### config.mk
export PLATFORM = sky130hd
export DESIGN_NAME = vram_writer_flat
export DESIGN_NICKNAME = d
export VERILOG_FILES = /design/src/rtl/vram_writer_if.sv /design/src/rtl/vram_writer.sv /design/src/flat_wrapper.sv
export SDC_FILE = /design/constraint.sdc
export NUM_CORES = 1
export LEC_CHECK = 0
export ABC_AREA = 1
export CAP_MARGIN = 15
export CORE_ASPECT_RATIO = 1.4
export CORE_MARGIN = 2
export CORE_UTILIZATION = 33
export CTS_CLUSTER_DIAMETER = 120
export DETAILED_ROUTE_END_ITERATION = 8
export GPL_TIMING_DRIVEN = 0
export REMOVE_ABC_BUFFERS = 1
export SLEW_MARGIN = 30
export SYNTH_ARGS = -nofsm -noshare
export SYNTH_HDL_FRONTEND = slang
export SYNTH_SLANG_ARGS = --single-unit
### constraint.sdc
create_clock -name clock_25mhz -period 2.7 [get_ports clock_25mhz]
set_input_delay 0.27 -clock clock_25mhz [delete_from_list [all_inputs] [get_ports clock_25mhz]]
set_output_delay 0.27 -clock clock_25mhz [all_outputs]
set_load 0.005 [all_outputs]
### src/rtl/vram_writer_if.sv
// -----------------------------------------------------------------------------
// vram_writer_if
// Bundles the pixel-write handshake, fill request, status and VRAM write-port
// signals of vram_writer.
//   master : request side (drives wr_*, fill_*; observes ready/status/VRAM port)
//   slave  : the vram_writer itself
// Signals:
//   wr_valid/wr_ready       pixel write handshake
//   wr_x[7:0], wr_y[6:0]    pixel coordinates
//   wr_color[7:0]           pixel colour, RRRGGGBB
//   fill_start, fill_color  whole-framebuffer fill request and its colour
//   busy, drop_count[7:0]   status
//   vram_we, vram_waddr[14:0], vram_wdata[7:0]  registered VRAM write port
// -----------------------------------------------------------------------------
interface vram_writer_if;
    logic        wr_valid;
    logic        wr_ready;
    logic [7:0]  wr_x;
    logic [6:0]  wr_y;
    logic [7:0]  wr_color;
    logic        fill_start;
    logic [7:0]  fill_color;
    logic        busy;
    logic [7:0]  drop_count;
    logic        vram_we;
    logic [14:0] vram_waddr;
    logic [7:0]  vram_wdata;

    modport master (
        output wr_valid, wr_x, wr_y, wr_color, fill_start, fill_color,
        input  wr_ready, busy, drop_count, vram_we, vram_waddr, vram_wdata
    );

    modport slave (
        input  wr_valid, wr_x, wr_y, wr_color, fill_start, fill_color,
        output wr_ready, busy, drop_count, vram_we, vram_waddr, vram_wdata
    );
endinterface

### src/rtl/vram_writer.sv
// -----------------------------------------------------------------------------
// vram_writer
// Queues pixel writes in a small FIFO and streams them to a VRAM write port,
// one per cycle. A fill request paints the whole framebuffer with one colour
// after all writes queued ahead of it have been written.
// Ports:
//   clock_25mhz  sole clock, rising edge
//   reset        asynchronous, active-high
//   bus          vram_writer_if.slave (handshake, fill, status, VRAM port)
// -----------------------------------------------------------------------------
module vram_writer #(
    parameter int unsigned FB_WIDTH   = 160,
    parameter int unsigned FB_HEIGHT  = 120,
    parameter int unsigned FIFO_DEPTH = 4
) (
    input  logic         clock_25mhz,
    input  logic         reset,
    vram_writer_if.slave bus
);
    localparam int unsigned PTR_W     = $clog2(FIFO_DEPTH);
    localparam logic [14:0] LAST_ADDR = 15'(FB_WIDTH * FB_HEIGHT - 1);

    typedef enum logic [1:0] {StIdle, StDrain, StFill} state_e;

    state_e         r_state, w_state_d;
    logic [PTR_W:0] r_wptr, r_rptr, w_wptr_d, w_rptr_d;
    logic [14:0]    r_fifo_addr  [FIFO_DEPTH];
    logic [7:0]     r_fifo_color [FIFO_DEPTH];
    logic           r_fill_pending, w_fill_pending_d;
    logic [7:0]     r_fill_color;
    logic [14:0]    r_fill_addr, w_fill_addr_d;
    logic [7:0]     r_drop_count;
    logic           r_vram_we;
    logic [14:0]    r_vram_waddr;
    logic [7:0]     r_vram_wdata;

    logic           w_empty, w_full, w_wr_ready, w_wr_accept, w_in_range;
    logic           w_push, w_drop, w_fill_accept, w_pop;
    logic [14:0]    w_push_addr;

    // Pointers carry one extra wrap bit to tell full from empty.
    assign w_empty = (r_wptr == r_rptr);
    assign w_full  = (r_wptr[PTR_W] != r_rptr[PTR_W]) &&
                     (r_wptr[PTR_W-1:0] == r_rptr[PTR_W-1:0]);

    assign w_wr_ready    = !w_full && !r_fill_pending && (r_state != StFill);
    assign w_wr_accept   = bus.wr_valid && w_wr_ready;
    assign w_in_range    = (32'(bus.wr_x) < FB_WIDTH) && (32'(bus.wr_y) < FB_HEIGHT);
    assign w_push        = w_wr_accept && w_in_range;
    assign w_drop        = w_wr_accept && !w_in_range;
    assign w_fill_accept = bus.fill_start && !r_fill_pending && (r_state != StFill);
    assign w_push_addr   = 15'(bus.wr_y) * 15'(FB_WIDTH) + 15'(bus.wr_x);

    // Popping also happens in idle so a write into an empty block reaches the
    // VRAM port two cycles after acceptance.
    assign w_pop = (r_state != StFill) && !w_empty;

    assign w_wptr_d = r_wptr + {{PTR_W{1'b0}}, w_push};
    assign w_rptr_d = r_rptr + {{PTR_W{1'b0}}, w_pop};

    always_comb begin
        w_state_d        = r_state;
        w_fill_pending_d = r_fill_pending;
        w_fill_addr_d    = r_fill_addr;
        if (w_fill_accept) begin
            w_fill_pending_d = 1'b1;
        end
        case (r_state)
            StIdle, StDrain: begin
                if (w_wptr_d != w_rptr_d) begin
                    w_state_d = StDrain;
                end else if (r_fill_pending) begin
                    // Queue drains this cycle: start the fill with no gap.
                    w_state_d        = StFill;
                    w_fill_pending_d = 1'b0;
                    w_fill_addr_d    = '0;
                end else begin
                    w_state_d = StIdle;
                end
            end
            StFill: begin
                if (r_fill_addr == LAST_ADDR) begin
                    w_state_d     = StIdle;
                    w_fill_addr_d = '0;
                end else begin
                    w_fill_addr_d = r_fill_addr + 15'd1;
                end
            end
            default: w_state_d = StIdle;
        endcase
    end

    always_ff @(posedge clock_25mhz or posedge reset) begin
        if (reset) begin
            r_state        <= StIdle;
            r_wptr         <= '0;
            r_rptr         <= '0;
            r_fill_pending <= 1'b0;
            r_fill_color   <= '0;
            r_fill_addr    <= '0;
            r_drop_count   <= '0;
            r_vram_we      <= 1'b0;
            r_vram_waddr   <= '0;
            r_vram_wdata   <= '0;
        end else begin
            r_state        <= w_state_d;
            r_wptr         <= w_wptr_d;
            r_rptr         <= w_rptr_d;
            r_fill_pending <= w_fill_pending_d;
            r_fill_addr    <= w_fill_addr_d;
            if (w_fill_accept) begin
                r_fill_color <= bus.fill_color;
            end
            if (w_drop && (r_drop_count != 8'hFF)) begin
                r_drop_count <= r_drop_count + 8'd1;
            end
            r_vram_we <= w_pop || (r_state == StFill);
            if (w_pop) begin
                r_vram_waddr <= r_fifo_addr[r_rptr[PTR_W-1:0]];
                r_vram_wdata <= r_fifo_color[r_rptr[PTR_W-1:0]];
            end else if (r_state == StFill) begin
                r_vram_waddr <= r_fill_addr;
                r_vram_wdata <= r_fill_color;
            end
        end
    end

    // FIFO storage needs no reset; the pointers define what is valid.
    always_ff @(posedge clock_25mhz) begin
        if (w_push) begin
            r_fifo_addr[r_wptr[PTR_W-1:0]]  <= w_push_addr;
            r_fifo_color[r_wptr[PTR_W-1:0]] <= bus.wr_color;
        end
    end

    assign bus.wr_ready   = w_wr_ready;
    assign bus.busy       = !w_empty || r_fill_pending || (r_state == StFill) || r_vram_we;
    assign bus.drop_count = r_drop_count;
    assign bus.vram_we    = r_vram_we;
    assign bus.vram_waddr = r_vram_waddr;
    assign bus.vram_wdata = r_vram_wdata;
endmodule

### src/flat_wrapper.sv
// flat-port wrapper written by rule: the top's interface ports become plain ports
module vram_writer_flat 
#(
    parameter int unsigned FB_WIDTH   = 160,
    parameter int unsigned FB_HEIGHT  = 120,
    parameter int unsigned FIFO_DEPTH = 4
)
  (clock_25mhz, reset, bus_wr_valid, bus_wr_x, bus_wr_y, bus_wr_color, bus_fill_start, bus_fill_color, bus_wr_ready, bus_busy, bus_drop_count, bus_vram_we, bus_vram_waddr, bus_vram_wdata);
  vram_writer_if bus_i ();
  input  logic clock_25mhz;
  input  logic reset;
  input wire logic [$bits(bus_i.wr_valid)-1:0] bus_wr_valid;
  input wire logic [$bits(bus_i.wr_x)-1:0] bus_wr_x;
  input wire logic [$bits(bus_i.wr_y)-1:0] bus_wr_y;
  input wire logic [$bits(bus_i.wr_color)-1:0] bus_wr_color;
  input wire logic [$bits(bus_i.fill_start)-1:0] bus_fill_start;
  input wire logic [$bits(bus_i.fill_color)-1:0] bus_fill_color;
  output wire logic [$bits(bus_i.wr_ready)-1:0] bus_wr_ready;
  output wire logic [$bits(bus_i.busy)-1:0] bus_busy;
  output wire logic [$bits(bus_i.drop_count)-1:0] bus_drop_count;
  output wire logic [$bits(bus_i.vram_we)-1:0] bus_vram_we;
  output wire logic [$bits(bus_i.vram_waddr)-1:0] bus_vram_waddr;
  output wire logic [$bits(bus_i.vram_wdata)-1:0] bus_vram_wdata;
  assign bus_i.wr_valid = bus_wr_valid;
  assign bus_i.wr_x = bus_wr_x;
  assign bus_i.wr_y = bus_wr_y;
  assign bus_i.wr_color = bus_wr_color;
  assign bus_i.fill_start = bus_fill_start;
  assign bus_i.fill_color = bus_fill_color;
  assign bus_wr_ready = bus_i.wr_ready;
  assign bus_busy = bus_i.busy;
  assign bus_drop_count = bus_i.drop_count;
  assign bus_vram_we = bus_i.vram_we;
  assign bus_vram_waddr = bus_i.vram_waddr;
  assign bus_vram_wdata = bus_i.vram_wdata;
  vram_writer #(.FB_WIDTH(FB_WIDTH), .FB_HEIGHT(FB_HEIGHT), .FIFO_DEPTH(FIFO_DEPTH)) u_core (.clock_25mhz(clock_25mhz), .reset(reset), .bus(bus_i));
endmodule
==> impl_metrics.tcl <==
set metrics [dict create \
    status "completed" \
    crit_family "buffers and inverters" \
    synthTopCellsByArea "edfxtp_1, dfrtp_1, nand2_1" \
    power_density_nw_per_um2 1066 \
    clk_latency_ps 430 \
    cts_sinks 156 \
    slew-limit-headroom_pct 43.22 \
    antenna-diode-count 0 \
    fillers 2199 \
    path_cells "buf_4 > nand2_1 > nand2_2 > nand3_4 > buf_4 > inv_4 > nand3b_1 > clkdlybuf4s50_1" \
    worst_hold_slack_ps 190.7 \
    grt_use_total_pct 14.47 \
    area_growth_pct 24.74 \
    seqCellArea_sq_um 4372 \
    place_hpwl_um 11440 \
    die_y_um 182.2 \
    fmax_mhz 382.1 \
    drc 0 \
    reg2reg_slack_ps 120 \
    die_w_um 131.3 \
    required_ps 2430 \
    ys.flop_type "edfxtp_1" \
    r2r_cells 14 \
    crit_slowest_cell "dfrtp_4" \
    cts_tree "done" \
    yosys.area.top_type "edfxtp_1" \
    dr_wl_met3_um 682 \
    finalSetupTns_ps 0 \
    ys_types 39 \
    rsz0062_at_grt "false" \
    wl_met2_um 9277 \
    antenna_found_initial 0 \
    path_clk_slew_ps 70 \
    synth_enable_flop_cells 92 \
    num-nets-final 905 \
    r2r_end "u_core.r_fill_pending$_DFF_PP0_" \
    initial_core_util_pct 33.34 \
    wl_met1_um 6894 \
    setup_viol 0 \
    rows 65 \
    grt_pass1_vias 5266 \
    cts_root_buffer "clkbuf_16" \
    maxCapViolCount 0 \
    syn_area_sq_um 7485 \
    drt_iter0_drc 383 \
    syn_inst 770 \
    cp.arrival_ps 2350 \
    grt_overflow 0 \
    crit_type "reg2out" \
    worstMarginPinSlew_ps 850.7 \
    vdd_drop_max_v 0.0004713 \
    hold_violations 0 \
    wl_per_cell_um 14.95 \
    cts_hold_buf 0 \
    dieArea_sq_um 23920 \
    place_congestion 0.8078 \
    synth.avg_cell_area_sq_um 9.720 \
    slowest_delay_ps 580 \
    yosysTopAreaCellShare_pct 36.91 \
    ys_seq_elements 156 \
    clockBufferDepth 2 \
    synth_top_cells_by_count "nand2_1, edfxtp_1, nand3_1" \
    coreArea_sq_um 22450 \
    multiInputGateArea_sq_um 2808 \
    cts_buffers 17 \
    slew_viol_final 0 \
    via_count 5490 \
    seq_area_frac_synth_pct 58.31 \
    synth_warnings 0 \
    skew_ps 12.64 \
    drive_gt1_share_pct 10.67 \
    cp_num_buf_inv 4 \
    synthArstFlopShare_pct 41.03 \
    leakage_nw 3.914 \
    hp-class "in2async" \
    finalCritPeriodShare_pct 96.93 \
    firstDrtPassIters 5 \
    cp_max_fo 11 \
    critPathCaptureType "primary output" \
    avgViaCountPerCell 4.721 \
    htreeDepth 4 \
    cpMostUsedCell "buf_4" \
    r2r_start "u_core.r_rptr[0]$_DFF_PP0_" \
    yosysMostFrequentCell "nand2_1" \
    critPathLaunchType "flop" \
    dr.max_layer_used "met4" \
    ant_nets 0 \
    grt_max_degree 35 \
    total_power_mw 9.955 \
    crit_path_start "u_core.r_rptr[0]$_DFF_PP0_" \
    io_buffers 68 \
    wl_um 17390 \
    pin_count 69 \
    grt_pass1_wl_um 26920 \
    finalCriticalPeriod_ps 2617 \
]
## worst register-to-register path: stages (launching register included)
cell     delay, ps
dfrtp_4        550
buf_4          160
nand2_1         50
nand2_2        110
nand3_4        130
nand2_8        110
inv_4           80
ha_1           200
ha_1           310
xor2_1         200
nor2_4         220
buf_4          150
nand3_1         70
nand2_1         70
nand2_1         50
## cell type report
class | instances | share of cell area (%)
timing repair buffer | 85 | 9.904
clock buffer | 17 | 4.556
timing repair inverter | 2 | 0.1876
inverter | 54 | 2.479
multi-input combinational | 533 | 30.07
tap | 301 | 4.034
sequential | 156 | 46.82
clock inverter | 15 | 1.943
## timing repair
| item | CTS | global route |
|---|---|---|
| pin swaps | 3 | 3 |
| cloned | 3 | 1 |
| gates resized for setup | 13 | 5 |
| buffers inserted | 6 | 5 |
| endpoints found under the setup margin | 55 | 22 |
## placed cells by master, fill, tap and decap left out, types with 3 or more instances in the layout
cell type	instances
clkbuf_16	17
inv_8	8
dfrtp_1	62
xnor2_1	6
nand3_1	90
nand3_4	3
nor3_1	4
nor2_2	3
inv_4	3
nand4_1	5
buf_4	10
clkinv_8	4
edfxtp_1	92
mux2_2	3
clkdlybuf4s50_1	68
a21oi_1	11
nor2_4	10
buf_16	5
xor2_1	11
xor2_2	3
inv_6	4
nand3b_1	3
ha_1	19
nor2_1	61
nand2_1	236
or2_2	3
o21ai_0	34
o22ai_1	14
inv_1	48
## where the power goes
group	leakage [nW]	switching, mW	internal [mW]
registers	1.62	0.485	3.11
clock network	0.298	1.13	1.26
logic	2.00	2.34	1.63
## cell families (layout without fill, tap and decap cells)
| logic type | Yosys count | in the layout | share of synthesized area, % |
|---|---|---|---|
| adder cells (fa/ha/maj) | 21 | 21 | 3.711 |
| multiplexers | 3 | 3 | 0.4513 |
| AND/OR/NAND/NOR | 424 | 426 | 24.74 |
| AO/OA/AOI/OAI | 61 | 61 | 4.380 |
| buffers and inverters | 83 | 173 | 5.282 |
| flip-flops | 156 | 156 | 58.31 |
| XOR/XNOR | 22 | 22 | 3.126 |
## routing by layer
layer / track usage [%] / vias up
met5: 0 / -
met4: 6.304 / 0
met3: 2.778 / 32
met2: 26.69 / 135
met1: 16.23 / 2603
li1: - / 2720
## state kept, by name, summed over array words and instances, names as in the netlist
register and cells:
u_core.bus.vram_wdata 8, u_core.r_fill_pending 1, u_core.r_fifo_color 32, u_core.bus.drop_count 8, u_core.r_wptr 3, u_core.r_fill_color 8
u_core.bus.vram_waddr 15, u_core.r_rptr 3, u_core.r_state 2, u_core.bus.vram_we 1, u_core.r_fifo_addr 60, u_core.r_fill_addr 15
## worst max-delay path by stage
stage	endpoint	slack, ps	cells after the start
after floorplan	u_core.r_fifo_addr[0][0]$_DFFE_PP_	-1000	8
after global placement	u_core.r_fifo_color[3][6]$_DFFE_PP_	-3010	8
after detailed placement	u_core.r_fill_addr[14]$_DFFE_PP0P_	-1000	13
after CTS	u_core.r_fill_addr[14]$_DFFE_PP0P_	30	13
after global routing	u_core.r_fill_pending$_DFF_PP0_	2	14
final	bus_busy	80	8
## through the flow
step	area, sq um	instances	util [%]	setup slack [ps]
after CTS	9271	1157	41.30	29.35
after global routing	9336	1163	41.59	2.444
after floorplan	7295	741	-	-1003
after detailed placement	8544	1116	38.07	-1000
after global placement	8352	1110	37.21	-3007
final	9336	1163	41.59	83.00
No activity file was read; power rests on OpenSTA's default activity.
